**src/rtl/mw_timer_ctrl.sv**
```systemverilog
// Microwave cook-timer controller: keypad entry of an M:SS BCD time, a 1 s countdown while cooking,
// and magnetron gating from start/stop/clear/door inputs.
module mw_timer_ctrl #(
  parameter int TICK_DIV = 50_000_000
) (
  input  logic       clk,
  input  logic       rst,
  input  logic       key_valid,
  input  logic [3:0] key_digit,
  input  logic       start,
  input  logic       stop,
  input  logic       clear,
  input  logic       door_closed,
  output logic [3:0] min,
  output logic [3:0] sec_tens,
  output logic [3:0] sec_ones,
  output logic       magnetron_on,
  output logic       done,
  output logic [1:0] state
);

  localparam int PW = $clog2(TICK_DIV);

  typedef enum logic [1:0] {
    S_IDLE  = 2'd0,
    S_RUN   = 2'd1,
    S_PAUSE = 2'd2,
    S_DONE  = 2'd3
  } state_t;

  state_t        cur_state, nxt_state;
  logic [3:0]    min_n, tens_n, ones_n;
  logic [PW-1:0] pre, pre_n;
  logic          tick, time_nz, last_sec;

  assign state    = cur_state;
  assign tick     = (pre == PW'(TICK_DIV - 1));
  assign time_nz  = ({min, sec_tens, sec_ones} != 12'd0);
  assign last_sec = (min == 4'd0) && (sec_tens == 4'd0) && (sec_ones == 4'd1);

  always_ff @(posedge clk or posedge rst) begin
    if (rst) begin
      cur_state    <= S_IDLE;
      min          <= 4'd0;
      sec_tens     <= 4'd0;
      sec_ones     <= 4'd0;
      pre          <= '0;
      magnetron_on <= 1'b0;
      done         <= 1'b0;
    end else begin
      cur_state    <= nxt_state;
      min          <= min_n;
      sec_tens     <= tens_n;
      sec_ones     <= ones_n;
      pre          <= pre_n;
      magnetron_on <= (nxt_state == S_RUN);
      done         <= (nxt_state == S_DONE);
    end
  end

  // Each state acts on only the highest-priority event present this cycle:
  // clear > stop > door open > start > key.
  always_comb begin
    nxt_state = cur_state;
    min_n     = min;
    tens_n    = sec_tens;
    ones_n    = sec_ones;
    pre_n     = pre;
    case (cur_state)
      S_IDLE: begin
        if (clear) begin
          min_n  = 4'd0;
          tens_n = 4'd0;
          ones_n = 4'd0;
        end else if (stop) begin
          nxt_state = S_IDLE;
        end else if (start) begin
          if (door_closed && time_nz) begin
            nxt_state = S_RUN;
            pre_n     = '0;
          end
        end else if (key_valid && (key_digit <= 4'd9) && (sec_ones <= 4'd5)) begin
          // A ones digit above 5 would become an illegal tens-of-seconds digit.
          min_n  = sec_tens;
          tens_n = sec_ones;
          ones_n = key_digit;
        end
      end
      S_RUN: begin
        if (clear) begin
          nxt_state = S_IDLE;
          min_n     = 4'd0;
          tens_n    = 4'd0;
          ones_n    = 4'd0;
        end else if (stop || !door_closed) begin
          nxt_state = S_PAUSE;
        end else if (tick) begin
          pre_n = '0;
          if (sec_ones != 4'd0) begin
            ones_n = sec_ones - 4'd1;
          end else begin
            ones_n = 4'd9;
            if (sec_tens != 4'd0) begin
              tens_n = sec_tens - 4'd1;
            end else begin
              tens_n = 4'd5;
              min_n  = min - 4'd1;
            end
          end
          if (last_sec) nxt_state = S_DONE;
        end else begin
          pre_n = pre + PW'(1);
        end
      end
      S_PAUSE: begin
        if (clear || stop) begin
          nxt_state = S_IDLE;
          min_n     = 4'd0;
          tens_n    = 4'd0;
          ones_n    = 4'd0;
        end else if (door_closed && start) begin
          nxt_state = S_RUN;
        end
      end
      default: begin
        min_n  = 4'd0;
        tens_n = 4'd0;
        ones_n = 4'd0;
        if (clear || stop || start || key_valid) nxt_state = S_IDLE;
      end
    endcase
  end

endmodule

```
**config.mk**
```make
export PLATFORM = sky130hd
export DESIGN_NAME = mw_timer_ctrl
export DESIGN_NICKNAME = d
export VERILOG_FILES = /design/src/rtl/mw_timer_ctrl.sv
export SDC_FILE = /design/constraint.sdc
export NUM_CORES = 1
export LEC_CHECK = 0
export CORE_UTILIZATION = 62
export CTS_CLUSTER_DIAMETER = 200
export CTS_CLUSTER_SIZE = 16
export DETAILED_ROUTE_END_ITERATION = 7
export GPL_ROUTABILITY_DRIVEN = 0
export PLACE_DENSITY = 0.83
export SETUP_SLACK_MARGIN = 0.3
export SYNTH_ARGS = -nofsm -noshare
export SYNTH_HDL_FRONTEND = slang
export SYNTH_SLANG_ARGS = --single-unit
```
**constraint.sdc**
```tcl
create_clock -name clk -period 4.3 [get_ports clk]
set_clock_uncertainty 0.1 [all_clocks]
set_input_delay 0.43 -clock clk [delete_from_list [all_inputs] [get_ports clk]]
set_output_delay 0.43 -clock clk [all_outputs]
set_load 0.02 [all_outputs]
```
==> out/results.ini <==
[routing]
firstDrtPassIters = 4
antenna_left = 0
finalWirelength_um = 6030
wl_per_cell_um = 16.2
drt_iter0_drc = 189
drc = 0
num_vias = 2420
viasPerCell = 6.51

[logic_synthesis]
synth_edf_count = 0
synth-seq-area-share_pct = 39.0
async_reset_ff_share_pct = 100
netlist_instances = 302
syn_area_mm2 = 0.00270
synth_ff_type = dfrtp_1
syn_nets = 317
avgSynthCellArea_um2 = 8.93
ys.warnings.count = 0
yosysUniqueCellTypes = 60
ys_ff_latch = 42

[global_route]
grt_max_degree = 43
antenna_found_initial = 0
grtUsageTotal_pct = 29.2
overflow = 0
grt_pass1_vias = 2291
grt_pass1_wl_um = 10100

[final_layout]
drive_above_1_share_pct = 10.9
layout_common_cells = dfrtp_1 (42), clkdlybuf4s50_1 (26), a21oi_1 (24)
n_antenna_cell = 0
stdcell_count = 372
area_delta_synth_final_pct = 12.1
n_fill_cell = 337
final_cell_area_mm2 = 0.00302
nets = 337
final_common_cell = dfrtp_1

[placed_design]
port_buffers = 26
placed_cells = 365
dp_hpwl_um = 4180
dpl_cell_area_mm2 = 0.00295

[timing]
setup_tns_ns = 0
drv_slew = 0
fin_crit_sh_pct = 63.4
setup_viol = 0
rsz0062_at_grt = no
finalCriticalPeriod_ns = 2.73
worst_pin_slew_ns = 0.761
slew_headroom_pct = 49.3
timing.fmax_ghz = 0.367
finalHoldViolations = 0

[worst_setup_path]
r2r-end = pre[22]$_DFFE_PP0P_
cp.arrival_ns = 2.84
crit_family = simple AND/OR/NAND/NOR gates
reg2reg_depth = 7
crit_chain = inv_1 > ha_1 > or3b_2 > nor4_4 > or2_1 > nor2_4 > a21oi_1
critical_path.slowest_cell = or3b_2
path_max_fanout = 17
path_buf_inv = 1
crit_path_max_incr_delay_ns = 0.52
path_class = register to register
crit_path_start = sec_tens[0]$_DFFE_PP0P_
rrSetupSlack_ns = 1.57
r2r-start = sec_tens[0]$_DFFE_PP0P_
required_ns = 4.41
startpoint_type = register
cp-end-kind = register

[clocking]
numCtsBuffers = 5
cts_tree = done
htreeDepth = 2
cts_buffer_depth = 2
insertion_delay_ns = 0.29
cts_setup_buffers = 0
ctsResizeCount = 0
cts-root-buf = clkbuf_8
hold_buffers = 0
path_clk_slew_ns = 0.08
cts.sinks = 42

[worst_hold_path]
hold_end = pre[1]$_DFFE_PP0P_
hold_path_depth = 2
min-delay-start = pre[1]$_DFFE_PP0P_
hp-class = register to register

[power]
power_w = 0.00104
irDropWorstVdd_mv = 0.235
leakagePower_nw = 1.19
p_per_area_mw_per_mm2 = 344

[floorplan]
core_area_mm2 = 0.00409
fp.dieW_um = 67.9
dieArea_mm2 = 0.00462
io_pins = 27
die_h_um = 67.9
start_util_pct = 66.0
row_count = 23

[outcome]
status = finished, final reports clean

[flow_run]
drv_cap = 0

==> cells in the mapped netlist, types with 4 or more instances <==
library cell	instances	share of area [%]
nor4_1	4	0.93
nand4_1	6	1.4
mux2_2	7	2.9
or3_1	13	3.0
o31ai_1	6	1.7
nand2_1	23	3.2
a21oi_1	24	4.5
nor2_1	17	2.4
o22ai_1	4	0.93
a21oi_2	8	2.6
inv_1	14	1.9
and3_1	5	1.2
dfrtp_1	42	39
o21ai_0	22	4.1
nand3_1	14	2.6
or4_1	7	1.9
a21o_1	4	1.1
nor3_1	5	0.93
clkbuf_1	8	1.1
ha_1	4	1.9
and4_1	5	1.6
==> per-layer routing <==
layer | global-route usage (%) | part of all wire, % | vias up
met5 | 0 | 0 | -
met4 | 9.90 | 1.3 | 0
met3 | 6.00 | 4.5 | 7
met2 | 50.1 | 51 | 78
met1 | 36.2 | 43 | 1160
li1 | - | - | 1175
==> how the worst max path moves through the flow <==
stage	endpoint	slack, ns	cells past startpoint
floorplan	pre[25]$_DFFE_PP0P_	1.89	9
global placement	pre[24]$_DFFE_PP0P_	1.50	6
detailed placement	pre[24]$_DFFE_PP0P_	1.43	6
CTS	pre[18]$_DFFE_PP0P_	1.58	7
global route	pre[21]$_DFFE_PP0P_	1.42	7
finish	pre[22]$_DFFE_PP0P_	1.57	7
==> area by class of cell <==
cell class / count / area, µm² / area share, %
multi-input cells: 232 / 1510 / 50.0
well taps: 50 / 62.6 / 2.07
repair buffers: 27 / 268 / 8.86
inverters: 14 / 52.6 / 1.74
clock buffers: 7 / 76.3 / 2.52
flip-flops and latches: 42 / 1050 / 34.8
==> registers in the layout, summed over array words and instances (netlist names) <==
signal        flops
pre              26
min               4
sec_ones          4
sec_tens          4
state             2
done              1
magnetron_on      1
==> cells by family after synthesis <==
group	share of synthesized area [%]
buffers and inverters	4.92
AOI/OAI and AO/OA	22.1
and+or+nand+nor	27.4
DFF	39.0
xor gates and xnor gates	0.650
adders and majority gates	1.86
muxes	4.04
==> stage by stage <==
stage	worst slack (ns)	hold WS, ns	utilization (%)
finish	1.57	0.447	74.0
global route	1.42	0.480	74.0
CTS	1.58	0.450	74.0
detailed placement	1.43	0.434	72.1
global placement	1.50	0.400	72.1
floorplan	1.89	0.376	-
==> tightest hold or removal path, stage by stage (launching register included) <==
cell     delay, ns
dfrtp_1       0.39
nand2_1       0.07
nand2_1       0.06
==> power by group <==
part / switching, W / internal (W)
clock network: 0.000130 / 0.000112
logic: 0.000164 / 0.000145
registers: 0.0000588 / 0.000430
total: 0.000353 / 0.000687
No activity file was read; power rests on OpenSTA's default activity.
